$ cat src/rtl/mem_bridge_if.sv
//------------------------------------------------------------------------------
// mem_bridge_if : request-side and physical-memory-side signals of mem_bridge
// Rev 1.0 - initial release
//------------------------------------------------------------------------------
`default_nettype none

interface mem_bridge_if;
    logic        req_read;
    logic        req_write;
    logic [31:0] req_address;
    logic [31:0] req_wdata;
    logic [2:0]  req_funct3;
    logic        req_resp;
    logic [31:0] req_rdata;
    logic        req_err;

    logic        pmem_read;
    logic        pmem_write;
    logic [31:0] pmem_address;
    logic [31:0] pmem_wdata;
    logic [3:0]  pmem_byte_enable;
    logic        pmem_resp;
    logic [31:0] pmem_rdata;

    // The bridge itself
    modport slave (
        input  req_read, req_write, req_address, req_wdata, req_funct3,
        output req_resp, req_rdata, req_err,
        output pmem_read, pmem_write, pmem_address, pmem_wdata, pmem_byte_enable,
        input  pmem_resp, pmem_rdata
    );

    // Control unit plus memory model surrounding the bridge
    modport master (
        output req_read, req_write, req_address, req_wdata, req_funct3,
        input  req_resp, req_rdata, req_err,
        input  pmem_read, pmem_write, pmem_address, pmem_wdata, pmem_byte_enable,
        output pmem_resp, pmem_rdata
    );
endinterface

`default_nettype wire

$ cat src/rtl/mem_bridge.sv
//------------------------------------------------------------------------------
// mem_bridge : single-transaction bridge from CPU load/store control to memory.
// Optional access timeout enabled by defining MEM_BRIDGE_TIMEOUT_EN.
// Rev 1.0 - initial release
//------------------------------------------------------------------------------
`default_nettype none

module mem_bridge #(
    parameter int TIMEOUT_CYCLES = 255
) (
    input  wire logic     clk,
    input  wire logic     rst_n,
    mem_bridge_if.slave   bus
);

    typedef enum logic [1:0] {
        ST_IDLE   = 2'd0,
        ST_ACCESS = 2'd1,
        ST_DONE   = 2'd2
    } state_t;

    state_t      r_state;
    state_t      w_state_next;
    logic        w_accept;
    logic        w_complete;
    logic        w_timeout;
    logic [3:0]  w_be;

    logic        r_pmem_read;
    logic        r_pmem_write;
    logic [31:0] r_pmem_address;
    logic [31:0] r_pmem_wdata;
    logic [3:0]  r_pmem_be;
    logic [31:0] r_rdata;
    logic        r_resp;

    // Lane mask; a simultaneous read+write request is treated as a write
    always_comb begin
        w_be = 4'b1111;
        if (bus.req_write) begin
            case (bus.req_funct3)
                3'b000:  w_be = 4'b0001 << bus.req_address[1:0];
                3'b001:  w_be = bus.req_address[1] ? 4'b1100 : 4'b0011;
                default: w_be = 4'b1111;
            endcase
        end
    end

    always_ff @(posedge clk or negedge rst_n) begin
        if (!rst_n) r_state <= ST_IDLE;
        else        r_state <= w_state_next;
    end

    always_comb begin
        w_state_next = r_state;
        w_accept     = 1'b0;
        w_complete   = 1'b0;
        case (r_state)
            ST_IDLE: begin
                if (bus.req_read || bus.req_write) begin
                    w_accept     = 1'b1;
                    w_state_next = ST_ACCESS;
                end
            end
            ST_ACCESS: begin
                if (bus.pmem_resp || w_timeout) begin
                    w_complete   = 1'b1;
                    w_state_next = ST_DONE;
                end
            end
            ST_DONE:  w_state_next = ST_IDLE;
            default:  w_state_next = ST_IDLE;
        endcase
    end

`ifdef MEM_BRIDGE_TIMEOUT_EN
    localparam logic [7:0] c_TIMEOUT_LAST = 8'(TIMEOUT_CYCLES - 1);

    logic [7:0] r_cnt;
    logic       r_err;

    always_ff @(posedge clk or negedge rst_n) begin
        if (!rst_n)                    r_cnt <= 8'd0;
        else if (w_accept)             r_cnt <= 8'd0;
        else if (r_state == ST_ACCESS) r_cnt <= r_cnt + 8'd1;
    end

    // r_cnt holds the number of ACCESS cycles already elapsed
    assign w_timeout = (r_state == ST_ACCESS) && (r_cnt == c_TIMEOUT_LAST);

    always_ff @(posedge clk or negedge rst_n) begin
        if (!rst_n) r_err <= 1'b0;
        else        r_err <= w_complete && !bus.pmem_resp;
    end

    assign bus.req_err = r_err;
`else
    assign w_timeout   = 1'b0;
    assign bus.req_err = 1'b0;
`endif

    always_ff @(posedge clk or negedge rst_n) begin
        if (!rst_n) begin
            r_pmem_read    <= 1'b0;
            r_pmem_write   <= 1'b0;
            r_pmem_address <= 32'd0;
            r_pmem_wdata   <= 32'd0;
            r_pmem_be      <= 4'd0;
            r_rdata        <= 32'd0;
            r_resp         <= 1'b0;
        end else begin
            r_resp <= 1'b0;
            if (w_accept) begin
                r_pmem_read    <= !bus.req_write;
                r_pmem_write   <= bus.req_write;
                r_pmem_address <= {bus.req_address[31:2], 2'b00};
                r_pmem_wdata   <= bus.req_wdata;
                r_pmem_be      <= w_be;
            end
            if (w_complete) begin
                r_pmem_read  <= 1'b0;
                r_pmem_write <= 1'b0;
                r_resp       <= 1'b1;
                if (bus.pmem_resp) begin
                    if (r_pmem_read) r_rdata <= bus.pmem_rdata;
                end else begin
                    r_rdata <= 32'd0;
                end
            end
        end
    end

    assign bus.pmem_read        = r_pmem_read;
    assign bus.pmem_write       = r_pmem_write;
    assign bus.pmem_address     = r_pmem_address;
    assign bus.pmem_wdata       = r_pmem_wdata;
    assign bus.pmem_byte_enable = r_pmem_be;
    assign bus.req_rdata        = r_rdata;
    assign bus.req_resp         = r_resp;

endmodule

`default_nettype wire

$ cat src/flat_wrapper.sv
// flat-port wrapper written by rule: the top's interface ports become plain ports
module mem_bridge_flat 
#(
    parameter int TIMEOUT_CYCLES = 255
)
  (clk, rst_n, bus_req_read, bus_req_write, bus_req_address, bus_req_wdata, bus_req_funct3, bus_req_resp, bus_req_rdata, bus_req_err, bus_pmem_read, bus_pmem_write, bus_pmem_address, bus_pmem_wdata, bus_pmem_byte_enable, bus_pmem_resp, bus_pmem_rdata);
  mem_bridge_if bus_i ();
  input  wire logic clk;
  input  wire logic rst_n;
  input wire logic [$bits(bus_i.req_read)-1:0] bus_req_read;
  input wire logic [$bits(bus_i.req_write)-1:0] bus_req_write;
  input wire logic [$bits(bus_i.req_address)-1:0] bus_req_address;
  input wire logic [$bits(bus_i.req_wdata)-1:0] bus_req_wdata;
  input wire logic [$bits(bus_i.req_funct3)-1:0] bus_req_funct3;
  output wire logic [$bits(bus_i.req_resp)-1:0] bus_req_resp;
  output wire logic [$bits(bus_i.req_rdata)-1:0] bus_req_rdata;
  output wire logic [$bits(bus_i.req_err)-1:0] bus_req_err;
  output wire logic [$bits(bus_i.pmem_read)-1:0] bus_pmem_read;
  output wire logic [$bits(bus_i.pmem_write)-1:0] bus_pmem_write;
  output wire logic [$bits(bus_i.pmem_address)-1:0] bus_pmem_address;
  output wire logic [$bits(bus_i.pmem_wdata)-1:0] bus_pmem_wdata;
  output wire logic [$bits(bus_i.pmem_byte_enable)-1:0] bus_pmem_byte_enable;
  input wire logic [$bits(bus_i.pmem_resp)-1:0] bus_pmem_resp;
  input wire logic [$bits(bus_i.pmem_rdata)-1:0] bus_pmem_rdata;
  assign bus_i.req_read = bus_req_read;
  assign bus_i.req_write = bus_req_write;
  assign bus_i.req_address = bus_req_address;
  assign bus_i.req_wdata = bus_req_wdata;
  assign bus_i.req_funct3 = bus_req_funct3;
  assign bus_req_resp = bus_i.req_resp;
  assign bus_req_rdata = bus_i.req_rdata;
  assign bus_req_err = bus_i.req_err;
  assign bus_pmem_read = bus_i.pmem_read;
  assign bus_pmem_write = bus_i.pmem_write;
  assign bus_pmem_address = bus_i.pmem_address;
  assign bus_pmem_wdata = bus_i.pmem_wdata;
  assign bus_pmem_byte_enable = bus_i.pmem_byte_enable;
  assign bus_i.pmem_resp = bus_pmem_resp;
  assign bus_i.pmem_rdata = bus_pmem_rdata;
  mem_bridge #(.TIMEOUT_CYCLES(TIMEOUT_CYCLES)) u_core (.clk(clk), .rst_n(rst_n), .bus(bus_i));
endmodule
$ cat config.mk
export PLATFORM = sky130hd
export DESIGN_NAME = mem_bridge_flat
export DESIGN_NICKNAME = d
export VERILOG_FILES = /design/src/rtl/mem_bridge_if.sv /design/src/rtl/mem_bridge.sv /design/src/flat_wrapper.sv
export SDC_FILE = /design/constraint.sdc
export NUM_CORES = 1
export LEC_CHECK = 0
export CORE_MARGIN = 4
export CORE_UTILIZATION = 43
export DETAILED_ROUTE_END_ITERATION = 8
export PLACE_DENSITY = 0.95
export SLEW_MARGIN = 20
export SYNTH_ARGS = -nofsm -noshare
export SYNTH_HDL_FRONTEND = slang
export SYNTH_SLANG_ARGS = --single-unit
$ cat constraint.sdc
create_clock -name clk -period 2.2 [get_ports clk]
set_input_delay 0.22 -clock clk [delete_from_list [all_inputs] [get_ports clk]]
set_output_delay 0.22 -clock clk [all_outputs]
set_load 0.01 [all_outputs]
### After elaboration in Yosys (flattened, before gate mapping)

Index checks and enable logic that the tools add are counted.

| storage, ports and cells | value |
|---|---|
| output and inout bits | 104 |
| word-level logic and storage cells | 38 |
| register bits | 103 |

| operators by class | value |
|---|---|
| multiplexer cells | 17 |
| shifts and indexed selects | 1 |
| eq/ne operators | 5 |
| reduce and logical (&&, ||, !) cells | 7 |

Operator list:

| kind | number |
|---|---|
| $mux 32 | 2 |
| $mux 1 | 9 |
| $mux 4 | 2 |
| $pmux 4 s2 | 1 |
| $mux 2 | 2 |
| $ne 2x1->1 const B | 2 |
| $pmux 2 s2 | 1 |
| $reduce_and 2->1 | 2 |
| $shl 1x2->4 const A | 1 |
| $eq 3x1->1 const B | 1 |
| $logic_not 3->1 | 1 |
| $eq 2x1->1 const B | 1 |
| $logic_not 2->1 | 1 |
| $ne 2x2->1 const B | 1 |
| $reduce_bool 2->1 | 1 |
| $logic_not 1->1 | 1 |
| $logic_or 1x1->1 | 1 |

### Depth between registers and ports, before layout

| logic depth | value |
|---|---|
| word-level depth | 5 |
| gate-level depth with buffers | 5 |

### Worst setup path after synthesis

OpenSTA, ideal clock, no wires.

| path | value |
|---|---|
| path kind | reg-to-reg |
| start point | register u_core.r_state[0] |
| end point | register u_core.r_pmem_wdata[26] (netlist: u_core.bus.pmem_wdata[26]) |
| buffers on the path | 2 |
| library setup time | 0.127 ns |
| arrival time | 1.387 ns |
| cell stages (with the launch flop) | 6 |
| setup slack | 0.686 ns |
| clock period less this slack | 1.514 ns |
| cell sequence | dfrtp_1 > or2_4 > nor2_8 > buf_12 > buf_12 > mux2_1 |

| on the way | value |
|---|---|
| longest elaborated chain between the ends | 2 |

Ends and longest elaborated chain:

| item | RTL line | source |
|---|---|---|
| from (decl) | mem_bridge.sv:22 | `state_t r_state;` |
| from (signal assigned) | mem_bridge.sv:51 | `else r_state <= w_state_next;` |
| $logic_not 2->1 | mem_bridge.sv:58 | `case (r_state)` |
| $mux 1 | mem_bridge.sv:58 |  |
| to (signal assigned) | mem_bridge.sv:117 | `r_pmem_wdata <= bus.req_wdata;` |
| to (decl) | mem_bridge.sv:32 | `logic [31:0] r_pmem_wdata;` |

No other way between the ends.
A chain may end at the register's enable or synchronous reset.

### Final worst setup path

| path | value |
|---|---|
| start point | register u_core.r_state[0] |
| end point | register u_core.r_pmem_address[9] (netlist: u_core.bus.pmem_address[9]) |

| on the way | value |
|---|---|
| longest elaborated chain between the ends | 2 |

Ends and longest elaborated chain:

| item | RTL line | source |
|---|---|---|
| $logic_not 2->1 | mem_bridge.sv:58 |  |
| $mux 1 | mem_bridge.sv:58 |  |
| to (signal assigned) | mem_bridge.sv:116 | `r_pmem_address <= {bus.req_address[31:2], 2'b00};` |
| to (decl) | mem_bridge.sv:31 | `logic [31:0] r_pmem_address;` |

No other way between the ends.

==> metrics.txt <==
status finished, final reports clean; setup tns final 0 ns; sequential area share after synthesis ~62%; vias per inst between 4 and 5; H-tree levels 3; Avg Cell Area, Syn 17.3 sq um; flops & latches, synth about 100; design area 6480 sq um; final period utilization between 70% and 80%; Rows 35; Filler Cell Count 638; CTS root buf clkbuf_8; IO Pins approximately 210; maximum vdd drop slightly below 0.8 mV; routed wire length 10000 um; Critical Path AT ~1.9 ns; Post-Place Cell Area approximately 6300 sq um; clk sink count a little over 100; Post-CTS Setup Bufs 0; min cycle time layout roughly 1.7 ns; area of the multi-input gates 1380 sq um; post-CTS sizing 0; final worst slack around 0.54 ns; final core occ a little over two thirds; Post-Syn Instances 239; Pre-antenna DRT Iters 4; largest net degree at the start of global routing 62; worst-path fanout max 17; GP Congestion ~0.73; I/O Buffers between 200 and 250; Achievable Freq 602 MHz; synth warn 0; CTS Buffer Depth 2; worst flop-to-flop path startpoint u_core.r_state[0]; die area about 11000 sq um; Antenna Cells 0; routed via count between 2000 and 3000; die height 106 um; Synth top area share roughly 62%; required arrival time at the worst endpoint 2.43 ns; Initial Util between 40% and 50%; nets about 550; HPWL after DPL 7870 um; antenna violations before repair 0; Total GRT Usage between 10% and 20%; Hold Vio Cnt, Final 0; r2r setup slk 0.54 ns; synth unique cells 26; commonest non-fill, non-tap cells in the layout clkdlybuf4s50_1, dfrtp_1, mux2_2; post-synthesis cell area 4130 sq um; FF+latch area 2580 sq um; pwr dens 1400 nW/um^2; post-synth top area cell dfrtp_1; Slew headroom roughly two thirds; CTS tree done; Slew Limit Fails 0; Setup Viol. Count Final 0; Avg WL per Cell between 15 and 20 um; Synth area leaders dfrtp_1, mux2_2, mux2_4, buf_12, buf_4; commonest non-fill, non-tap cell in the layout clkdlybuf4s50_1; worst hold path class input port to asynchronous set/reset pin; DRC violations left 0; TritonCTS buffer count 9; share of cells above drive strength 1 between 20% and 30%; area delta synth->final 57.0%; crit path kind register to register; DRT iter0 DRCs 83; first-pass GRT wire length between 15000 and 20000 um; Slew @ Worst Pin around 0.53 ns; clock latency at the later pin of the worst-skew pair about 0.35 ns; MaxCap Viol Count 0; Reg2Reg Capture Point u_core.bus.pmem_address[9]; clock transition at the registers of the reported paths roughly 0.1 ns; leak pwr 0.00276 uW; RSZ-0062 raised after global routing no; Worst Skew 0.0123 ns; core box area ~9300 sq um; crit path capture type register; vias in the first global route 3189; Post-DRT Antenna Nets 0; Overflow after GRT 0; Worst Setup Slack post-DPL 0.395 ns; CP startpoint kind register; reg2reg path depth 4; Die X roughly 110 um
==> synthesized netlist by cell type <==
| library cell | count |
|---|---|
| and3b_1 | 1 |
| mux2_1 | 2 |
| dfrtp_1 | 103 |
| and3b_2 | 1 |
| o22ai_1 | 1 |
| and2_1 | 1 |
| nor2_1 | 1 |
| o22a_1 | 2 |
| nor2_4 | 1 |
| nand2_2 | 1 |
| or3_1 | 1 |
| mux2_4 | 34 |
| buf_12 | 5 |
| inv_1 | 2 |
| or2_4 | 1 |
| conb_1 | 1 |
| nand2b_1 | 1 |
| o21ai_0 | 4 |
| nand2_1 | 2 |
| a2bb2oi_1 | 2 |
| nor4_1 | 1 |
| mux2_2 | 58 |
| nor2_8 | 1 |
| buf_4 | 5 |
| buf_6 | 3 |
| a21oi_1 | 4 |
==> state kept, by name (all words and copies together) (netlist names) <==
signal and flops:
u_core.bus.pmem_wdata 32, u_core.bus.req_rdata 32, u_core.bus.pmem_address 30, u_core.bus.pmem_byte_enable 4
u_core.r_state 2, u_core.bus.pmem_read 1, u_core.bus.pmem_write 1, u_core.bus.req_resp 1
==> worst max-delay path, stage by stage (launching register included) <==
cell	delay (ns)
dfrtp_1	0.45
or2_4	0.32
nor2_8	0.15
buf_4	0.26
mux2_2	0.37
==> power breakdown <==
group | internal, uW | switching (uW) | leakage, uW
Sequential | 2830 | 519 | 0.00121
Clock | 576 | 650 | 0.000105
Combinational | 2930 | 1570 | 0.00145
Total | 6330 | 2740 | 0.00276
==> metrics by stage <==
stage	cells	hold WS (ns)	power, uW
5_1_grt	584	0.434	9600
3_5_place_dp	567	0.238	7950
3_3_place_gp	567	0.233	7750
2_1_floorplan	241	-0.0756	5580
6_report	584	0.403	9070
4_1_cts	584	0.403	9210
==> per-layer routing <==
metal  vias to the layer above  GRT usage (%)  routed length [um]  part of all wire, %
met3                        22           5.77                 777                  7.7
met2                       132           31.1                5080                   51
met1                      1334           20.8                3900                   39
li1                       1261              -                   -                    -
met5                         -              0                   0                    0
met4                         0           7.31                 273                  2.7
==> worst max path at each step <==
stage	end	depth (start not counted)	from	slack (ns)
floorplan	u_core.bus.pmem_wdata[26]	5	u_core.r_state[0]	0.69
global placement	u_core.bus.pmem_address[11]	5	bus_req_write	0.48
detailed placement	u_core.bus.pmem_address[7]	5	bus_req_write	0.40
CTS	u_core.bus.pmem_address[8]	4	u_core.r_state[0]	0.53
global route	u_core.bus.pmem_address[14]	4	u_core.r_state[0]	0.47
finish	u_core.bus.pmem_address[9]	4	u_core.r_state[0]	0.54
==> logic make-up (layout without fill, tap and decap cells) <==
logic type	count (synthesis)	after routing	share of synthesized area (%)
AOI/OAI and AO/OA	13	13	1.97
buffers and inverters	15	229	4.33
DFF	103	103	62.4
muxes	94	94	28.7
other	1	3	0.0908
and+or+nand+nor	13	13	2.46
==> timing repair <==
action / CTS / global route
hold buffers: 1 / 0
endpoints found under the hold margin: 40 / 0
endpoints found under the setup margin: 0 / 0
==> cell type report <==
| class | count | area share [%] |
|---|---|---|
| Sequential cell | 103 | 39.8 |
| Timing Repair Buffer | 211 | 33.1 |
| Multi-Input combinational cell | 123 | 21.3 |
| Tap cell | 129 | 2.49 |
| Clock buffer | 10 | 2.12 |
| Clock inverter | 6 | 1.16 |
| Inverter | 2 | 0.116 |
Note: power is estimated with default switching activity, not from simulation.
